--- config.mk ---
export PLATFORM = sky130hd
export DESIGN_NAME = branch_predictor
export DESIGN_NICKNAME = d
export VERILOG_FILES = /design/src/rtl/branch_predictor.sv
export SDC_FILE = /design/constraint.sdc
export NUM_CORES = 1
export LEC_CHECK = 0
export CELL_PAD_IN_SITES_DETAIL_PLACEMENT = 0
export CELL_PAD_IN_SITES_GLOBAL_PLACEMENT = 1
export CORE_ASPECT_RATIO = 2
export CORE_MARGIN = 8
export CORE_UTILIZATION = 49
export CTS_BUF_LIST = sky130_fd_sc_hd__clkbuf_8 sky130_fd_sc_hd__clkbuf_16
export DETAILED_ROUTE_END_ITERATION = 10
export PLACE_DENSITY_LB_ADDON = 0.1
export SYNTH_ARGS = -nofsm -noshare
export SYNTH_HDL_FRONTEND = slang
export SYNTH_SLANG_ARGS = --single-unit
--- constraint.sdc ---
create_clock -name CLK -period 23.2 [get_ports CLK]
set_clock_uncertainty 0.2 [all_clocks]
set_input_delay 5.8 -clock CLK [delete_from_list [all_inputs] [get_ports CLK]]
set_output_delay 5.8 -clock CLK [all_outputs]
set_load 0.05 [all_outputs]
--- src/rtl/branch_predictor.sv ---
// Direct-mapped branch target buffer with 2-bit saturating counters for the fetch stage.
// Trained from resolved branches in MEM; also counts branches and mispredicts.
module branch_predictor #(
    parameter int unsigned INDEX_W   = 3,
    parameter logic [1:0]  CTR_ALLOC = 2'b10
) (
    input  logic               CLK,
    input  logic               RST,
    input  logic [31:0]        pc,
    output logic               pred_taken,
    output logic [31:0]        pred_target,
    output logic [INDEX_W-1:0] pred_index,
    input  logic               upd_en,
    input  logic [INDEX_W-1:0] upd_index,
    input  logic [31:0]        upd_pc,
    input  logic               upd_taken,
    input  logic [31:0]        upd_target,
    input  logic               upd_predict,
    output logic               mispredict,
    output logic [31:0]        br_count,
    output logic [31:0]        mispred_count
);
    localparam int ENTRIES = 1 << INDEX_W;
    localparam int TAG_W   = 32 - INDEX_W - 2;

    logic [ENTRIES-1:0] valid_q;
    logic [TAG_W-1:0]   tag_q    [ENTRIES];
    logic [31:0]        target_q [ENTRIES];
    logic [1:0]         ctr_q    [ENTRIES];
    logic [31:0]        br_q;
    logic [31:0]        mp_q;

    logic [TAG_W-1:0] fetch_tag;
    logic [TAG_W-1:0] upd_tag;
    logic             fetch_hit;
    logic             upd_hit;
    logic [1:0]       ctr_upd;
    logic             unused_pc_bits;

    // Word-aligned PCs: the low two bits never take part in index or tag.
    assign unused_pc_bits = ^{pc[1:0], upd_pc[INDEX_W+1:0]};

    always_comb begin
        pred_index  = pc[INDEX_W+1:2];
        fetch_tag   = pc[31:INDEX_W+2];
        fetch_hit   = valid_q[pred_index] && (tag_q[pred_index] == fetch_tag);
        pred_taken  = fetch_hit && ctr_q[pred_index][1];
        pred_target = pred_taken ? target_q[pred_index] : pc + 32'd4;
    end

    always_comb begin
        upd_tag = upd_pc[31:INDEX_W+2];
        upd_hit = valid_q[upd_index] && (tag_q[upd_index] == upd_tag);
        ctr_upd = ctr_q[upd_index];
        if (upd_taken && (ctr_upd != 2'b11)) begin
            ctr_upd = ctr_upd + 2'd1;
        end else if (!upd_taken && (ctr_upd != 2'b00)) begin
            ctr_upd = ctr_upd - 2'd1;
        end
    end

    assign mispredict    = upd_en && (upd_predict != upd_taken);
    assign br_count      = br_q;
    assign mispred_count = mp_q;

    always_ff @(posedge CLK or posedge RST) begin
        if (RST) begin
            valid_q <= '0;
            br_q    <= '0;
            mp_q    <= '0;
            for (int i = 0; i < ENTRIES; i++) begin
                tag_q[i]    <= '0;
                target_q[i] <= '0;
                ctr_q[i]    <= 2'b01;
            end
        end else if (upd_en) begin
            if (br_q != '1) begin
                br_q <= br_q + 32'd1;
            end
            if (mispredict && (mp_q != '1)) begin
                mp_q <= mp_q + 32'd1;
            end
            if (upd_hit) begin
                ctr_q[upd_index] <= ctr_upd;
                if (upd_taken) begin
                    target_q[upd_index] <= upd_target;
                end
            end else if (upd_taken) begin
                // Taken miss replaces whatever occupied the slot.
                valid_q[upd_index]  <= 1'b1;
                tag_q[upd_index]    <= upd_tag;
                target_q[upd_index] <= upd_target;
                ctr_q[upd_index]    <= CTR_ALLOC;
            end
        end
    end
endmodule
# Word-level counts from Yosys, hierarchy flattened
# Cells that the tools add are included.
word_totals:
  out_inout_bits: 101
  wordCells: 103
  register_bits: 560
  input_bits: 104
op_classes:
  n_bitwise: 7
  mux: 35
  magnitude_cmp: 6
  eq_ne: 6
  n_addsub: 5
  n_reduce_logical: 17
op_table:
  columns: ["operator", "n"]
  rows:
  - ["bitwise mux 256 bit", 1]
  - ["bitwise mux 216 bit", 1]
  - ["binary-select mux 27 bit (select 3 bit)", 2]
  - ["two-way mux 27 bit", 5]
  - ["two-way mux 32 bit", 4]
  - ["binary-select mux 32 bit (select 3 bit)", 1]
  - ["demux 32 bit (select 3 bit)", 1]
  - ["demux 27 bit (select 3 bit)", 1]
  - ["adder 32 x 1 -> 32 bit (second input constant)", 2]
  - ["inequality test 32 bit (second input constant)", 2]
  - ["equality test 27 bit", 2]
  - ["adder 32 x 3 -> 32 bit (second input constant)", 1]
  - ["two-way mux 16 bit", 2]
  - ["bitwise mux 16 bit", 1]
  - ["bitwise OR 8 bit", 2]
  - ["two-way mux 2 bit", 7]
  - ["binary-select mux 2 bit (select 3 bit)", 2]
  - ["logical AND 1 bit", 9]
  - ["bitwise AND 8 bit", 1]
  - [">= comparator 4 bit (second input constant)", 2]
  - ["< comparator 3 x 4 -> 1 bit (second input constant)", 2]
  - ["inverter 3 -> 4 bit", 2]
  - ["inverter 8 bit", 1]
  - ["AND reduction 2 bit", 4]
  - ["14 further kinds", 18]

# Depth between registers and ports, before layout
logic_depth:
  ltp_word: 10
  mapped_depth: 15
  ltp_nobuf: 11

# Worst setup path before layout
# Ideal clock, no wire load.
synth_timing:
  path_type: "input -> output"
  start: "input port pc[3]"
  end: "output port pred_target[5]"
  t_arrival_ps: 9634
  path_stages: 12
  path_buffers: 4
  t_required_ps: 17200
  setup_slack_ps: 7566
  cell_sequence: "buf_2 buf_6 buf_2 mux4_2 mux2i_1 xor2_1 nand2_1 or4b_1 or4_1 buf_2 mux2i_1 a211oi_1"
synth_between:
  elab_chain_cells: 8
  elab_cells_between_ends: 17
  classes_between: "add/sub (1); eq/ne (1); mux (12); bitwise (1); reduce/logical (2)"
synth_lines:
  columns: ["element", "line", "rtl"]
  rows:
  - ["start: declaration", "9", "input logic [31:0] pc,"]
  - ["inverter 3 -> 4 bit (not written as such)", "46, 47, 48", null]
  - ["binary-select mux 27 bit (select 3 bit)", "46", "fetch_hit = valid_q[pred_index] && (tag_q[pred_index] == fetch_tag);"]
  - ["two-way mux 27 bit (not written as such) (2 in series)", "46", null]
  - ["equality test 27 bit", "46", null]
  - ["logical AND 1 bit", "46", null]
  - ["logical AND 1 bit", "47", "pred_taken = fetch_hit && ctr_q[pred_index][1];"]
  - ["two-way mux 32 bit *", "48", "pred_target = pred_taken ? target_q[pred_index] : pc + 32'd4;"]
  - ["end: declaration", "11", "output logic [31:0] pred_target,"]
# Mark *: on every way between the ends. The rest lies on a longest branch, timed or not. The select of a mux whose other input is x is not followed.

# Worst setup path after layout
layout_timing:
  start: "input port pc[2]"
  end: "output port pred_target[5]"
# Same word-level chain as after synthesis.

==> metrics.cfg <==
[final_layout]
area_delta_synth_final_pct=14.31
fin_util=0.5647
fillers=4829
nNetsFinal=2429
drive_gt1_frac=0.3062
ff_latch_area_mm2=0.01402
finalNonFillerCells=3126
multi_input_area_mm2=0.01382

[timing]
tightest_slew_ns=1.155
finalSetupViolations=0
min_period_ns=17.46
fin_crit_sh=0.7526
fmax_mhz=57.27
hold_viol=0
grt_setup_unrepaired=no
setup_slack_ns=5.739
relSlewSlack=0.2272
setup-tns-final_ns=0
drv_slew=0

[yosys]
netlist_instances=2196
synth_flop_cell=dfrtp_1
synth_top_cell_by_area=dfrtp_1
syn_area_mm2=0.02867
synth_most_common_cell=dfrtp_1
synth.distinct_cells=59
netlist.area_leader.share=0.4818
ys_seq_area_frac=0.4892
yosys_warnings=0
synth-edff-count=0
ys_seq_elements=560
synth_area_per_cell_um2=13.05
synth_area_leaders=dfrtp_1 48%, mux2_2 16%, mux4_2 12%
ys_top_cells_by_count=552 x dfrtp_1, 417 x mux2_2, 253 x nand2_1, 156 x mux4_2, 78 x mux2i_1
syn-num-nets=2305
synth-async-reset-ratio=1.000

[hold_path]
whs_path_depth=2
hold_path_class=reg2reg

[power]
max-vdd-ir-drop_mv=0.06491
totalPowerFinal_w=0.002801
power_density_mw_per_mm2=85.48
p_leak_nw=13.93

[floorplan]
dieArea_mm2=0.06697
die_x_um=187.0
initial_core_util=0.4941
rows=125
io_pins=205
die_h_um=358.1
core_mm2=0.05802

[global_routing]
grt_pass1_vias=20600
grt_pass1_wl_um=126200
grt_overflow=0
grt_max_degree=131
grt_antenna_before_repair=11
gr-usage-all-layers=0.2452

[clock_tree]
cts_buffer_depth=3
cts_sinks=560
clkLatencyLatePin_ns=0.59
postCtsResizedCells=0
tritoncts=yes
path_clk_slew_ns=0.07
cts_made_buffers=51
cts_root_buffer=clkbuf_16
htree_levels=2
postCtsSetupBuffers=0
cts_hold_buffers=0

[drt]
ant_nets=0
drt-total-wl_um=81790
drtPass1Iterations=6
viasPerCell=6.004
num_vias=18770
wl_per_cell_um=26.16
drc=0
drt-initial-drc-count=1263

[run]
maxCapViolations=0

[placed_design]
dp_hpwl_um=52980
dp_cells=3029
place_congestion=0.8336
portBuffers=199
dp_slack_ns=5.710

[setup_path]
worstPathArrival_ns=11.46
cp-start-kind=input pin
critPathRequiredTime_ns=17.20
crit_slowest_cell=clkdlybuf4s50_1
cp_max_fo=57
crit_path_end_kind=output port
max_stage_delay_ns=0.91
reg2regPathDepth=9
setup.worst_path.class=in2out
path_cells=clkbuf_8, buf_4, mux4_2, mux2i_1, xor2_1, o2111ai_1, or4_1, or4_2, buf_4, mux2i_1, a211oi_1, clkdlybuf4s50_1

[outcome]
status=finished, final reports clean

==> per-stage QoR <==
stage               cell area, um^2  hold WS, ns
detailed placement            31080       0.2620
CTS                           32750       0.2783
global route                  32760       0.3030
global placement              31080       0.2531
finish                        32770       0.2762
floorplan                     28670       0.2410
==> logic make-up (layout without fill, tap and decap cells) <==
logic type	count (synthesis)	count (layout)	share of synthesized area
AOI/OAI and AO/OA	109	109	0.02619
and+or+nand+nor	554	554	0.09331
buffers and inverters	176	338	0.03064
other	0	6	0
DFF	560	560	0.4892
adders and majority gates	5	5	0.002182
muxes	654	654	0.3163
xor gates and xnor gates	138	138	0.04216
==> critical path: cells and delay by family <==
kind                      cells  cell delay, ns
buffers and inverters         4            2.32
muxes                         3            1.32
and+or+nand+nor               2            1.02
AOI/OAI and AO/OA             2            0.63
xor gates and xnor gates      1            0.24
==> layout by cell type (no fill, tap or decap), types with 12 or more instances in the layout <==
master,count
dfrtp_1,552
and2_1,35
buf_4,31
nor3_1,15
inv_1,26
mux4_2,156
xnor2_1,74
nand2_1,253
a21oi_1,35
a211oi_1,26
clkdlybuf4s50_1,193
and4_1,12
nand3_1,54
mux2_2,417
nand4_1,33
nor2_1,58
nand2b_1,12
clkbuf_16,52
xor2_1,64
clkbuf_8,15
mux2i_1,78
and3_1,14
==> final timing paths <==
path                               start             end  slack (ns)
max                                pc[2]  pred_target[5]        5.74
min                        target_q[230]   target_q[230]        0.28
max reg2reg                    tag_q[10]      tag_q[201]       18.45
min reg2reg                target_q[230]   target_q[230]        0.28
max in group asynchronous            RST    br_count[29]       13.84
min in group asynchronous            RST   target_q[142]        5.61
==> where the power goes <==
group          internal [W]  switching (W)
Clock              0.000474       0.000376
Combinational      0.000343       0.000290
Sequential          0.00118       0.000136
==> routing by layer <==
| metal | vias up | track usage | wire [um] | share of wire |
|---|---|---|---|---|
| li1 | 8222 | - | - | - |
| met1 | 9839 | 0.2795 | 30790 | 0.38 |
| met2 | 555 | 0.4411 | 42510 | 0.52 |
| met3 | 147 | 0.05149 | 4883 | 0.060 |
| met4 | 6 | 0.1038 | 3561 | 0.044 |
| met5 | - | 0 | 40 | 0.00049 |
==> final cells by class <==
type,instances,area share
repair buffers,228,0.06712
inverters,19,0.002406
clock inverters,25,0.005575
diodes,6,0.0004582
well taps,762,0.02910
flip-flops and latches,560,0.4279
clock buffers,66,0.04559
multi-input cells,1460,0.4218
==> registers in the layout (all words and copies together) (netlist names) <==
signal and cells:
target_q 256, tag_q 216, br_count 32, mispred_count 32
ctr_q 16, valid_q 8
No activity file was read; power rests on OpenSTA's default activity.
